File: src/rtl/mem_pkg.sv
// Shared memory-subsystem definitions: default RAM geometry and requester/response types.
package mem_pkg;
  localparam int MEM_DATA_W = 16;
  localparam int MEM_ADDR_W = 8;

  typedef logic req_id_t;

  typedef struct packed {
    logic    valid;
    logic    is_read;
    req_id_t id;
  } rsp_t;
endpackage

File: src/rtl/rr_pick2.sv
// Two-way round-robin picker; the requester that did not win last time takes a tie.
module rr_pick2
  import mem_pkg::*;
(
  input  logic [1:0] eligible,
  input  req_id_t    last,
  output logic       win_valid,
  output req_id_t    win_id
);

  assign win_valid = |eligible;
  assign win_id    = (&eligible) ? ~last : eligible[1];

endmodule

File: src/rtl/mem_port_arbiter.sv
// Round-robin sharing of one synchronous RAM port between two requesters, with
// in-order read response tracking.
module mem_port_arbiter
  import mem_pkg::*;
#(
  parameter int DATA_W = MEM_DATA_W,
  parameter int ADDR_W = MEM_ADDR_W
) (
  input  logic              clk,
  input  logic              rst,
  input  logic              req0,
  input  logic              req1,
  input  logic              we0,
  input  logic              we1,
  input  logic [ADDR_W-1:0] addr0,
  input  logic [ADDR_W-1:0] addr1,
  input  logic [DATA_W-1:0] wdata0,
  input  logic [DATA_W-1:0] wdata1,
  output logic              gnt0,
  output logic              gnt1,
  output logic              rvalid0,
  output logic              rvalid1,
  output logic [DATA_W-1:0] rdata,
  output logic              mem_we,
  output logic [ADDR_W-1:0] mem_addr,
  output logic [DATA_W-1:0] mem_din,
  input  logic [DATA_W-1:0] mem_dout
);

  logic [1:0]        r_gnt;
  logic              r_mem_we;
  logic [ADDR_W-1:0] r_mem_addr;
  logic [DATA_W-1:0] r_mem_din;
  req_id_t           r_last;
  rsp_t              r_s1;
  rsp_t              r_s2;

  logic [1:0]        w_eligible;
  logic              w_win_valid;
  req_id_t           w_win_id;
  logic              w_win_we;
  logic [ADDR_W-1:0] w_win_addr;
  logic [DATA_W-1:0] w_win_wdata;

  // A requester granted this cycle sits out the next edge so a held req is not issued twice.
  assign w_eligible = {req1 & ~r_gnt[1], req0 & ~r_gnt[0]};

  rr_pick2 u_pick (
    .eligible  (w_eligible),
    .last      (r_last),
    .win_valid (w_win_valid),
    .win_id    (w_win_id)
  );

  assign w_win_we    = w_win_id ? we1    : we0;
  assign w_win_addr  = w_win_id ? addr1  : addr0;
  assign w_win_wdata = w_win_id ? wdata1 : wdata0;

  always_ff @(posedge clk or negedge rst) begin
    if (!rst) begin
      r_gnt      <= 2'b00;
      r_mem_we   <= 1'b0;
      r_mem_addr <= '0;
      r_mem_din  <= '0;
      r_last     <= 1'b1;
      r_s1       <= '0;
      r_s2       <= '0;
    end else begin
      r_s2 <= r_s1;
      if (w_win_valid) begin
        r_gnt      <= w_win_id ? 2'b10 : 2'b01;
        r_mem_we   <= w_win_we;
        r_mem_addr <= w_win_addr;
        r_mem_din  <= w_win_wdata;
        r_last     <= w_win_id;
        r_s1       <= '{valid: 1'b1, is_read: ~w_win_we, id: w_win_id};
      end else begin
        r_gnt    <= 2'b00;
        r_mem_we <= 1'b0;
        r_s1     <= '0;
      end
    end
  end

  // Stage 2 lines up with the RAM's registered read data.
  assign rvalid0  = r_s2.valid & r_s2.is_read & (r_s2.id == 1'b0);
  assign rvalid1  = r_s2.valid & r_s2.is_read & (r_s2.id == 1'b1);
  assign rdata    = mem_dout;
  assign gnt0     = r_gnt[0];
  assign gnt1     = r_gnt[1];
  assign mem_we   = r_mem_we;
  assign mem_addr = r_mem_addr;
  assign mem_din  = r_mem_din;

endmodule

File: config.mk
export PLATFORM = sky130hd
export DESIGN_NAME = mem_port_arbiter
export DESIGN_NICKNAME = d
export VERILOG_FILES = /design/src/rtl/mem_pkg.sv /design/src/rtl/rr_pick2.sv /design/src/rtl/mem_port_arbiter.sv
export SDC_FILE = /design/constraint.sdc
export NUM_CORES = 1
export LEC_CHECK = 0
export CAP_MARGIN = 10
export CELL_PAD_IN_SITES_DETAIL_PLACEMENT = 1
export CELL_PAD_IN_SITES_GLOBAL_PLACEMENT = 1
export CORE_ASPECT_RATIO = 0.5
export CORE_MARGIN = 2
export CORE_UTILIZATION = 22
export CTS_CLUSTER_DIAMETER = 50
export DETAILED_ROUTE_END_ITERATION = 8
export GPL_TIMING_DRIVEN = 1
export HOLD_SLACK_MARGIN = 0.03
export PLACE_DENSITY_LB_ADDON = 0.25
export SLEW_MARGIN = 20
export SYNTH_ARGS = -nofsm -noshare
export SYNTH_HDL_FRONTEND = slang
export SYNTH_SLANG_ARGS = --single-unit
File: constraint.sdc
create_clock -name clk -period 1.25 [get_ports clk]
set_input_delay 0.25 -clock clk [delete_from_list [all_inputs] [get_ports clk]]
set_output_delay 0.25 -clock clk [all_outputs]
set_load 0.005 [all_outputs]
==> results of run 1 <==
logic make-up after synthesis:
kind of cell,after synthesis
AND/OR/NAND/NOR,32
flip-flops,33
buffers and inverters,27
AO/OA/AOI/OAI,29
layout make-up:
cell class	instances	area share [%]
Timing Repair Buffer	103	37.4
Multi-Input combinational cell	61	21.5
Sequential cell	33	31.1
Inverter	2	0.282
Clock buffer	5	4.70
Tap cell	92	4.33
Clock inverter	3	0.658
where the power goes:
| group | internal [mW] | leakage [nW] | switching, mW |
|---|---|---|---|
| registers | 1.32 | 0.402 | 0.136 |
| logic | 0.810 | 0.775 | 0.484 |
| clock network | 0.730 | 0.0696 | 0.474 |
| total | 2.86 | 1.25 | 1.09 |
state kept, by name, summed over array words and instances, names as in the netlist:
| name | count |
|---|---|
| mem_addr | 8 |
| mem_din | 16 |
| mem_we | 1 |
| r_gnt | 2 |
| r_last | 1 |
| r_s1 | 2 |
| r_s2 | 3 |
path summary, 6_finish.rpt:
path / end / slack (ns) / depth (start not counted)
worst min-delay path: r_s2[2] / 0.35 / 0
min in group asynchronous: r_gnt[0] / 0.40 / 2
worst max register to register: mem_addr[4] / -0.16 / 5
max in group asynchronous: mem_addr[0] / 0.42 / 3
worst min register to register: r_s2[2] / 0.35 / 0
worst max-delay path: mem_addr[4] / -0.16 / 5
layer usage:
layer,vias up,part of all wire [%],GRT usage [%]
li1,619,-,-
met3,16,5.7,3.35
met5,-,0,0
met2,46,48,20.9
met4,0,2.4,6.03
met1,682,44,16.1
critical path, delay by kind of cell (launching register included):
family,cells,cell delay (ns)
compound gates,2,0.40
flops,1,0.40
simple gates,1,0.20
buf+inv,2,0.30
through the flow:
step	hold slack (ns)	utilization, %	TNS (ns)	worst slack (ns)
global placement	0.167	36.4	-11.39	-0.425
detailed placement	0.171	36.4	-11.86	-0.445
CTS	0.356	38.9	-4.06	-0.170
floorplan	-0.0456	-	-1.23	-0.0702
finish	0.352	39.4	-3.98	-0.164
global route	0.357	39.4	-5.85	-0.234
cells in the final DEF, fill, tap and decap left out, drive strengths merged, types with 2 or more instances in the layout:
cell and n:
a221o 24, dlygate4sd2 26, buf 24, clkbuf 5
and3 25, clkdlybuf4s50 52, dfrtp 32, inv 2
clkinv 2, nor2 2, a21boi 2
repair_timing:
item / 4_1_cts / 5_1_grt
cloned: 1 / 0
setup endpoints to repair: 55 / 28
pin swaps: 0 / 1
buffers inserted: 6 / 2
hold endpoints to repair: 11 / 0
gates resized for setup: 39 / 6
hold buffers: 1 / 0
==> key figures, run 1 <==
Layout
  – Final non-filler cell total: 299
  – Area occupied by multi-input gates: about 570 um2
  – Final nets: about 280
  – FF+latch area: about 830 um2
  – Syn-to-layout area delta: 71.4%
  – N_diodes: 0
  – Layout cells sized above 1: between 20% and 30%
  – Fillers: 732
  – Final Cell Area: between 2000 and 3000 um2

STA
  – Min setup slack post-route: -0.164 ns
  – Worst-Margin Slew: 0.329 ns
  – Final setup vio count: 28
  – RSZ-0062 raised after global routing: yes
  – Max Slew Vio Count: 0
  – Highest clock rate: roughly 710 MHz
  – Max-Slew Margin vs Limit: about four fifths
  – Final hold vios: 0
  – Tmin final: roughly 1.4 ns
  – Final setup skew: about 0.0026 ns
  – Final period utilization: 113%

Global route
  – First-pass GRT wire length: around 7600 um
  – Largest net degree at the start of global routing: 22
  – Overall Global Routing Usage: between 10 and 15%
  – Antenna violations before repair: 0
  – Vias in the first global route: about 1500
  – Leftover overflow at the end of global routing: 0

Outcome
  – Failing checks: setup timing
  – Status: complete, but fails checks

Worst hold path
  – Hold Startpoint: r_s1[2]
  – Worst Hold Class: reg2reg

Floorplan
  – Starting Density: 23.0%
  – Die width: between 100 and 150 um
  – Die extent in y: about 63 um
  – Die area: around 8000 um2
  – Core area: 6750 um2
  – # IOs: ~120
  – FP Rows: 21

Placement
  – Placed insts: around 280
  – Area after DPL: 2460 um2
  – Placer Congestion: around 0.66
  – Hpwl dp: around 3400 um
  – Port Buffers: ~80

Pwr
  – Power Dens Cells: approximately 1500 nW/um2
  – Max IR drop VDD: approximately 0.57 mV
  – Total power: 3.96 mW
  – Leak Pwr: ~1.2 nW

Route
  – Vias: 1363
  – DRC violations left: 0
  – Post-route ant nets: 0
  – Total Wirelength: 4890 um
  – DR WL/cell: around 16 um
  – Initial DRC Count: a little under 60
  – DR pass1 iterations: 4
  – Vias per inst: 4.56

Yosys
  – Synth warnings: 0
  – Synth top area cells: dfrtp_1, a221o_1, and3_1
  – Compound-Gate Fraction of Synth Area: 19.0%
  – Asr flop ratio synth: 100%
  – Top cells by count, synth: dfrtp_1, and3_1, a221o_1
  – Synth area leader: dfrtp_1
  – Syn avg cell area: 12.8 um2
  – Post-Synth Adder-Cell Area: 0%
  – Register area share after synthesis: between 50 and 60%
  – Synth Instances: 121
  – Mapped Area: 1550 um2
  – Synthesized flop and latch total: 33
  – Unique cell type count in the Yosys netlist: 21
  – Synth Net Count: ~190
  – Ys flop type: dfrtp_1
  – Largest family of logic cells by synthesized area: compound AO/OA/AOI/OAI gates
  – Post-synthesis simple-gate area fraction: between 10% and 20%
  – Synth Area in XOR/XNOR: 0%
  – Post-synth EDFFs: 0
  – Top cell type's share of synthesized area: about half
  – Multiplexer area fraction after synthesis: 0%
  – Count leader, synth: dfrtp_1

Clock tree
  – Clock-pin slew on the worst setup and hold paths: 0.06 ns
  – Clock latency on the worst-skew pair: between 0.2 and 0.3 ns
  – Clock sinks: 33
  – CTS tree: yes
  – CTS Buf Count: 5
  – Clock Tree Root: clkbuf_16
  – H-tree depth: 2
  – Clk buf depth: 2

Worst setup path
  – Largest stage delay, worst path: ~0.40 ns
  – CP Data Arrival Time: between 1.5 and 2 ns
  – CP Data Required Time: ~1.4 ns
  – Critical Path Source Type: register
  – Critical path type: reg2reg
  – CP Launch Point: r_gnt[1]
  – Critical Path, Cell by Cell: buf_6 > nor2b_4 > a21boi_4 > buf_4 > a221o_1
  – CP Capture Type: register
  – Reg2reg start: r_gnt[1]
  – Crit-path max FO: 6
  – Slowest CP cell: dfrtp_1

Job
  – Max_cap viols: 0
(Power assumes the default switching activity.)
==> run 2: changes to the inputs <==
--- a/config.mk
+++ b/config.mk
@@ -10,9 +10,9 @@
 export CELL_PAD_IN_SITES_GLOBAL_PLACEMENT = 1
 export CORE_ASPECT_RATIO = 0.5
 export CORE_MARGIN = 2
-export CORE_UTILIZATION = 22
-export CTS_CLUSTER_DIAMETER = 50
+export CORE_UTILIZATION = 40
 export DETAILED_ROUTE_END_ITERATION = 8
+export DONT_BUFFER_PORTS = 1
 export GPL_TIMING_DRIVEN = 1
 export HOLD_SLACK_MARGIN = 0.03
 export PLACE_DENSITY_LB_ADDON = 0.25
==> constraint.sdc (replaced) <==
create_clock -name clk -period 1.7 [get_ports clk]
set_input_delay 0.34 -clock clk [delete_from_list [all_inputs] [get_ports clk]]
set_output_delay 0.34 -clock clk [all_outputs]
set_load 0.005 [all_outputs]
==> run 2 against run 1 <==
Effect of this change:
- the flow now finishes without violations
- count of clock-buffer cells in the layout grew 2
- register-to-register slack gained 0.22 ns
- maximum frequency shrank 14%
- sequential power shrank 23%
- wire length shrank 17%
- total power shrank 45%
- setup slack gained 0.22 ns
- clock skew grew 0.0054 ns
- via count shrank 27%
- combinational power shrank 67%
- first-iteration DRC count shrank 5.1%
- global-route usage grew 5.9 points
- largest cell class is now sequential cells
- highest routed layer unchanged
==> key figures, run 2 (same netlist as run 1, synthesis figures left out) <==
Floorplan
  – Die extent in y: slightly below 50 um
  – Die width: around 90 um
  – # IOs: ~120
  – Starting Density: between 40% and 50%
  – FP Rows: 15
  – Die area: 4430 um2
  – Core area: 3570 um2

Placement
  – Hpwl dp: 2640 um
  – Placed insts: approximately 150
  – Placer Congestion: roughly 0.63
  – Port Buffers: 0

STA
  – Setup TNS: 0 ns
  – Max-Slew Margin vs Limit: roughly half
  – Final setup skew: roughly 0.0080 ns
  – Tmin final: about 1.6 ns
  – RSZ-0062 raised after global routing: no
  – Final setup vio count: 0
  – Max Slew Vio Count: 0
  – Final hold vios: 0
  – Highest clock rate: slightly above 600 MHz
  – Worst-Margin Slew: around 0.75 ns
  – Final period utilization: a little over nine tenths

Clock tree
  – Clock Tree Root: clkbuf_8
  – Post-CTS Setup Bufs: 0
  – Clock latency on the worst-skew pair: around 0.28 ns
  – Clk buf depth: 2
  – CTS tree: yes
  – H-tree depth: 2
  – Clock sinks: 33
  – CTS Buf Count: 5
  – Clock-pin slew on the worst setup and hold paths: ~0.070 ns

Global route
  – Largest net degree at the start of global routing: 34
  – Leftover overflow at the end of global routing: 0
  – Vias in the first global route: between 1000 and 1500
  – Overall Global Routing Usage: between 10% and 20%
  – Antenna violations before repair: 0
  – First-pass GRT wire length: approximately 6000 um

Route
  – DR pass1 iterations: 4
  – Post-route ant nets: 0
  – Initial DRC Count: 56
  – Total Wirelength: between 4000 and 5000 um
  – DRC violations left: 0
  – Vias per inst: 6.25
  – Vias: 993
  – DR WL/cell: roughly 25 um

Worst hold path
  – Worst Hold Class: in2reg

Layout
  – Most common cell after layout, fill and taps aside: dfrtp_1
  – Most frequent cells in the layout: dfrtp_1, and3_1, a221o_1
  – N_diodes: 0
  – Max reg flops: 16
  – Layout cells sized above 1: roughly 18%
  – Area occupied by multi-input gates: roughly 530 um2
  – Fillers: between 300 and 400
  – Final nets: 177
  – Syn-to-layout area delta: 1.21%
  – Final core area utilization: approximately 44%
  – FF+latch area: slightly above 800 um2
  – Final non-filler cell total: approximately 160

Outcome
  – Status: finished, final reports clean

Pwr
  – Max IR drop VDD: a little under 0.5 mV
  – Total power: roughly 2.2 mW
  – Leak Pwr: approximately 0.76 nW
  – Power Dens Cells: 1400 nW/um2

Worst setup path
  – Critical Path Source Type: register
  – Critical path type: reg2reg
  – Largest stage delay, worst path: ~0.61 ns
  – Crit-path max FO: 13
  – Critical Path, Cell by Cell: and2b_4 > a21boi_2 > a221o_1
  – CP Data Required Time: 1.91 ns
  – Slowest CP cell: a21boi_2
  – CP Capture Type: register
  – CP Data Arrival Time: 1.86 ns

Job
  – Max_cap viols: 0
## run 2: cell types whose count changed in the layout (fill, tap and decap cells not counted), sizes merged
| cell | before | now |
|---|---|---|
| a21boi | 2 | 3 |
| buf | 24 | 2 |
| clkbuf | 5 | 7 |
| clkdlybuf4s50 | 52 | 0 |
| clkinv | 2 | 1 |
| clkinvlp | 1 | 0 |
| dlygate4sd2 | 26 | 0 |
## run 2: cell type report
class / instances / area share [%]
Clock inverter: 1 / 0.318
Sequential cell: 33 / 52.6
Clock buffer: 7 / 6.13
Timing Repair Buffer: 3 / 2.39
Tap cell: 51 / 4.06
Inverter: 2 / 0.478
Multi-Input combinational cell: 62 / 34.0
## run 2: worst max-delay path: cells and delay by family (launching register included)
kind,cells,cell delay [ns]
AND/OR/NAND/NOR,1,0.29
flip-flops,1,0.41
AO/OA/AOI/OAI,2,0.88
## run 2: per-layer routing
layer / GRT usage (%) / part of all wire (%) / vias up
li1: - / - / 418
met1: 20.7 / 40 / 517
met2: 33.8 / 51 / 52
met3: 7.72 / 8.0 / 6
met4: 8.36 / 0.40 / 0
met5: 0 / 0 / -
## run 2: where the power goes
group	total, mW	switching (mW)	leakage, nW	internal, mW
logic	0.427	0.229	0.306	0.198
clock network	0.641	0.275	0.0542	0.366
registers	1.13	0.152	0.402	0.974
## run 2: repair_timing
item,in CTS,in global routing
endpoints found under the setup margin,1,0
hold buffers,2,0
resized for setup,0,0
hold endpoints to repair,33,0
## run 2: final timing paths
kind,slack [ns],endpoint,startpoint,depth (start not counted)
min in group asynchronous,0.51,mem_addr[4],rst,2
max in group asynchronous,0.95,r_last,rst,2
hold reg to reg,0.35,r_s2[1],r_s1[1],0
setup / recovery,0.06,mem_din[6],r_gnt[0],3
hold / removal,0.15,r_s1[1],we1,1
setup reg to reg,0.06,mem_din[6],r_gnt[0],3
## run 2: metrics by stage
| step | worst slack (ns) | hold WS, ns | instance area [um2] |
|---|---|---|---|
| after detailed placement | 0.0205 | 0.0450 | 1430 |
| after global placement | 0.138 | 0.0451 | 1430 |
| after global routing | 0.00562 | 0.135 | 1570 |
| final | 0.0555 | 0.148 | 1570 |
| after floorplan | 0.357 | 0.0444 | 1550 |
| after CTS | 0.0894 | 0.140 | 1570 |
==> run 3: changes to the inputs <==
--- a/config.mk
+++ b/config.mk
@@ -19,4 +19,5 @@
 export SLEW_MARGIN = 20
 export SYNTH_ARGS = -nofsm -noshare
 export SYNTH_HDL_FRONTEND = slang
+export SYNTH_HIERARCHICAL = 1
 export SYNTH_SLANG_ARGS = --single-unit
==> run 3 against run 2 <==
Effect of this change:
- count of clock-buffer cells in the layout grew 1
- via count shrank 8.2%
- critical endpoint is now r_s1[1]
- total power shrank 9.3%
- critical path depth grew 2
- maximum frequency grew 11%
- cell area grew 1.3%
- critical path type unchanged
- clock skew shrank 0.0056 ns
- combinational power shrank 15%
- utilization grew 0.33 points
==> key figures, run 3 <==
Outcome
  – Status: finished, final reports clean

Worst setup path
  – CP Data Arrival Time: approximately 1.7 ns
  – Crit-path max FO: 9
  – Critical path type: reg2reg
  – Largest stage delay, worst path: between 0.4 and 0.5 ns
  – CP Data Required Time: about 1.9 ns
  – Slowest CP cell: dfrtp_1
  – CP Capture Type: register
  – Critical Path Source Type: register
  – Critical Path, Cell by Cell: nor2b_1 > a21boi_4 > buf_4 > mux2i_1 > and2_1

Floorplan
  – Die extent in y: approximately 48 um
  – Starting Density: 43.6%
  – Core area: 3580 um2
  – Die area: around 4500 um2
  – Die width: slightly above 90 um
  – # IOs: roughly 120
  – FP Rows: 15

Yosys
  – Unique cell type count in the Yosys netlist: 17
  – Top cells by count, synth: dfrtp_1, mux2i_1, nor2_1
  – Synth warnings: 6
  – Ys flop type: dfrtp_1
  – Top cell type's share of synthesized area: between 50% and 60%
  – Asr flop ratio synth: between 90% and 100%
  – Register area share after synthesis: a little over half
  – Synth Net Count: 213
  – Synthesized flop and latch total: 33
  – Synth area leader: dfrtp_1
  – Synth top area cells: dfrtp_1, mux2i_1, a21oi_1
  – Post-synth EDFFs: 0
  – Synth Instances: 143
  – Syn avg cell area: 10.9 um2
  – Count leader, synth: dfrtp_1
  – Mapped Area: 1560 um2

Placement
  – Hpwl dp: 2100 um
  – Placer Congestion: 0.630
  – Port Buffers: 0
  – Area after DPL: around 1500 um2
  – Setup WS pre-CTS: 0.182 ns
  – Placed insts: 173

Layout
  – Most common cell after layout, fill and taps aside: dfrtp_1
  – Layout cells sized above 1: about a tenth
  – N_diodes: 0
  – Area occupied by multi-input gates: 548 um2
  – Final Cell Area: ~1600 um2
  – Syn-to-layout area delta: 1.84%
  – FF+latch area: 827 um2
  – Fillers: 388
  – Max reg flops: 16
  – Most frequent cells in the layout: dfrtp_1, nor2_1, mux2i_1
  – Final nets: between 200 and 250
  – Final non-filler cell total: ~180

Worst hold path
  – Worst Hold Class: in2reg

Clock tree
  – Clock Tree Root: clkbuf_8
  – Cts hold-fix bufs: 2
  – Clock-pin slew on the worst setup and hold paths: ~0.06 ns
  – H-tree depth: 2
  – Clock sinks: 33
  – Clock latency on the worst-skew pair: approximately 0.27 ns
  – CTS resizes: 0
  – CTS Buf Count: 5
  – CTS tree: yes
  – Clk buf depth: 2
  – Post-CTS Setup Bufs: 0

Route
  – DRC violations left: 0
  – Total Wirelength: just under 3000 um
  – Initial DRC Count: 29
  – Post-route ant nets: 0
  – Vias: between 900 and 1000
  – DR WL/cell: between 15 and 20 um
  – DR pass1 iterations: 3
  – Vias per inst: 4.98

Global route
  – Global Route met2 Usage: around 22%
  – Vias in the first global route: around 870
  – Met1 usage in global routing: 15.1%
  – Met3 usage: under 10%
  – Antenna violations before repair: 0
  – First-pass GRT wire length: between 4000 and 5000 um
  – Most crowded layer after global routing: met2
  – Largest net degree at the start of global routing: 34
  – Leftover overflow at the end of global routing: 0
  – Overall Global Routing Usage: a little over an eighth

STA
  – RSZ-0062 raised after global routing: no
  – Final period utilization: about 90%
  – Final setup vio count: 0
  – Final setup skew: roughly 0.0024 ns
  – Setup TNS: 0 ns
  – Final hold vios: 0
  – Max Slew Vio Count: 0
  – Highest clock rate: 672 MHz
  – Worst-Margin Slew: approximately 0.28 ns
  – Max-Slew Margin vs Limit: around 81%
  – Tmin final: between 1 and 1.5 ns
  – Min setup slack post-route: about 0.21 ns

Pwr
  – Leak Pwr: 0.689 nW
  – Power Dens Cells: around 1300 nW/um2
  – Max IR drop VDD: a little under 0.4 mV

Job
  – Max_cap viols: 0
==> run 3: changes by cell type after synthesis, moves of 24 or more <==
cell | before | now
a21oi_1 | 0 | 24
a221o_1 | 24 | 0
and3_1 | 25 | 1
mux2i_1 | 0 | 25
nor2_1 | 1 | 25
==> run 3: logic make-up (layout without fill, tap and decap cells) <==
family	count (synthesis)	count (layout)	share of synthesized area (%)
mux	26	26	16.7
compound gates	25	25	8.17
simple gates	34	34	9.45
flops	33	33	52.9
buf+inv	25	14	12.7
==> run 3: worst paths after layout <==
kind / start / to / slack [ns] / depth (start not counted)
max reg2reg: r_gnt[1] / r_s1[1] / 0.21 / 5
max in group asynchronous: rst / r_last / 0.94 / 2
max: r_gnt[1] / r_s1[1] / 0.21 / 5
min reg2reg: r_s1[2] / r_s2[2] / 0.35 / 0
min in group asynchronous: rst / mem_din[6] / 0.52 / 2
min: we0 / mem_we / 0.28 / 2
==> run 3: stage by stage <==
| step | hold WS, ns | power [mW] | utilization [%] |
|---|---|---|---|
| finish | 0.275 | 1.99 | 44.4 |
| global placement | 0.0450 | 1.43 | 41.3 |
| global route | 0.271 | 2.13 | 44.4 |
| CTS | 0.268 | 2.04 | 44.4 |
| detailed placement | 0.0449 | 1.45 | 41.3 |
| floorplan | 0.0444 | 1.40 | - |
==> run 3: critical path, delay by kind of cell, from the launching register on <==
family	cells	cell delay [ns]
AO/OA/AOI/OAI	1	0.23
buffers and inverters	1	0.23
flip-flops	1	0.41
multiplexers	1	0.25
AND/OR/NAND/NOR	2	0.31
==> run 3: layer usage <==
layer  share of wire (%)  up-vias
met2                  48       42
met5                   0        -
li1                    -      441
met3                  11        6
met1                  41      423
met4                0.83        0
==> run 3: area by class of cell <==
| class | instances | area share, % |
|---|---|---|
| clock buffer | 8 | 5.03 |
| multi-input combinational | 85 | 34.4 |
| tap | 51 | 4.01 |
| sequential | 33 | 52.0 |
| timing repair buffer | 6 | 4.56 |
==> run 3: power breakdown <==
group	switching (mW)	total (mW)	internal, mW
Sequential	0.124	1.08	0.955
Clock	0.258	0.548	0.291
Combinational	0.194	0.363	0.168
Total	0.576	1.99	1.41
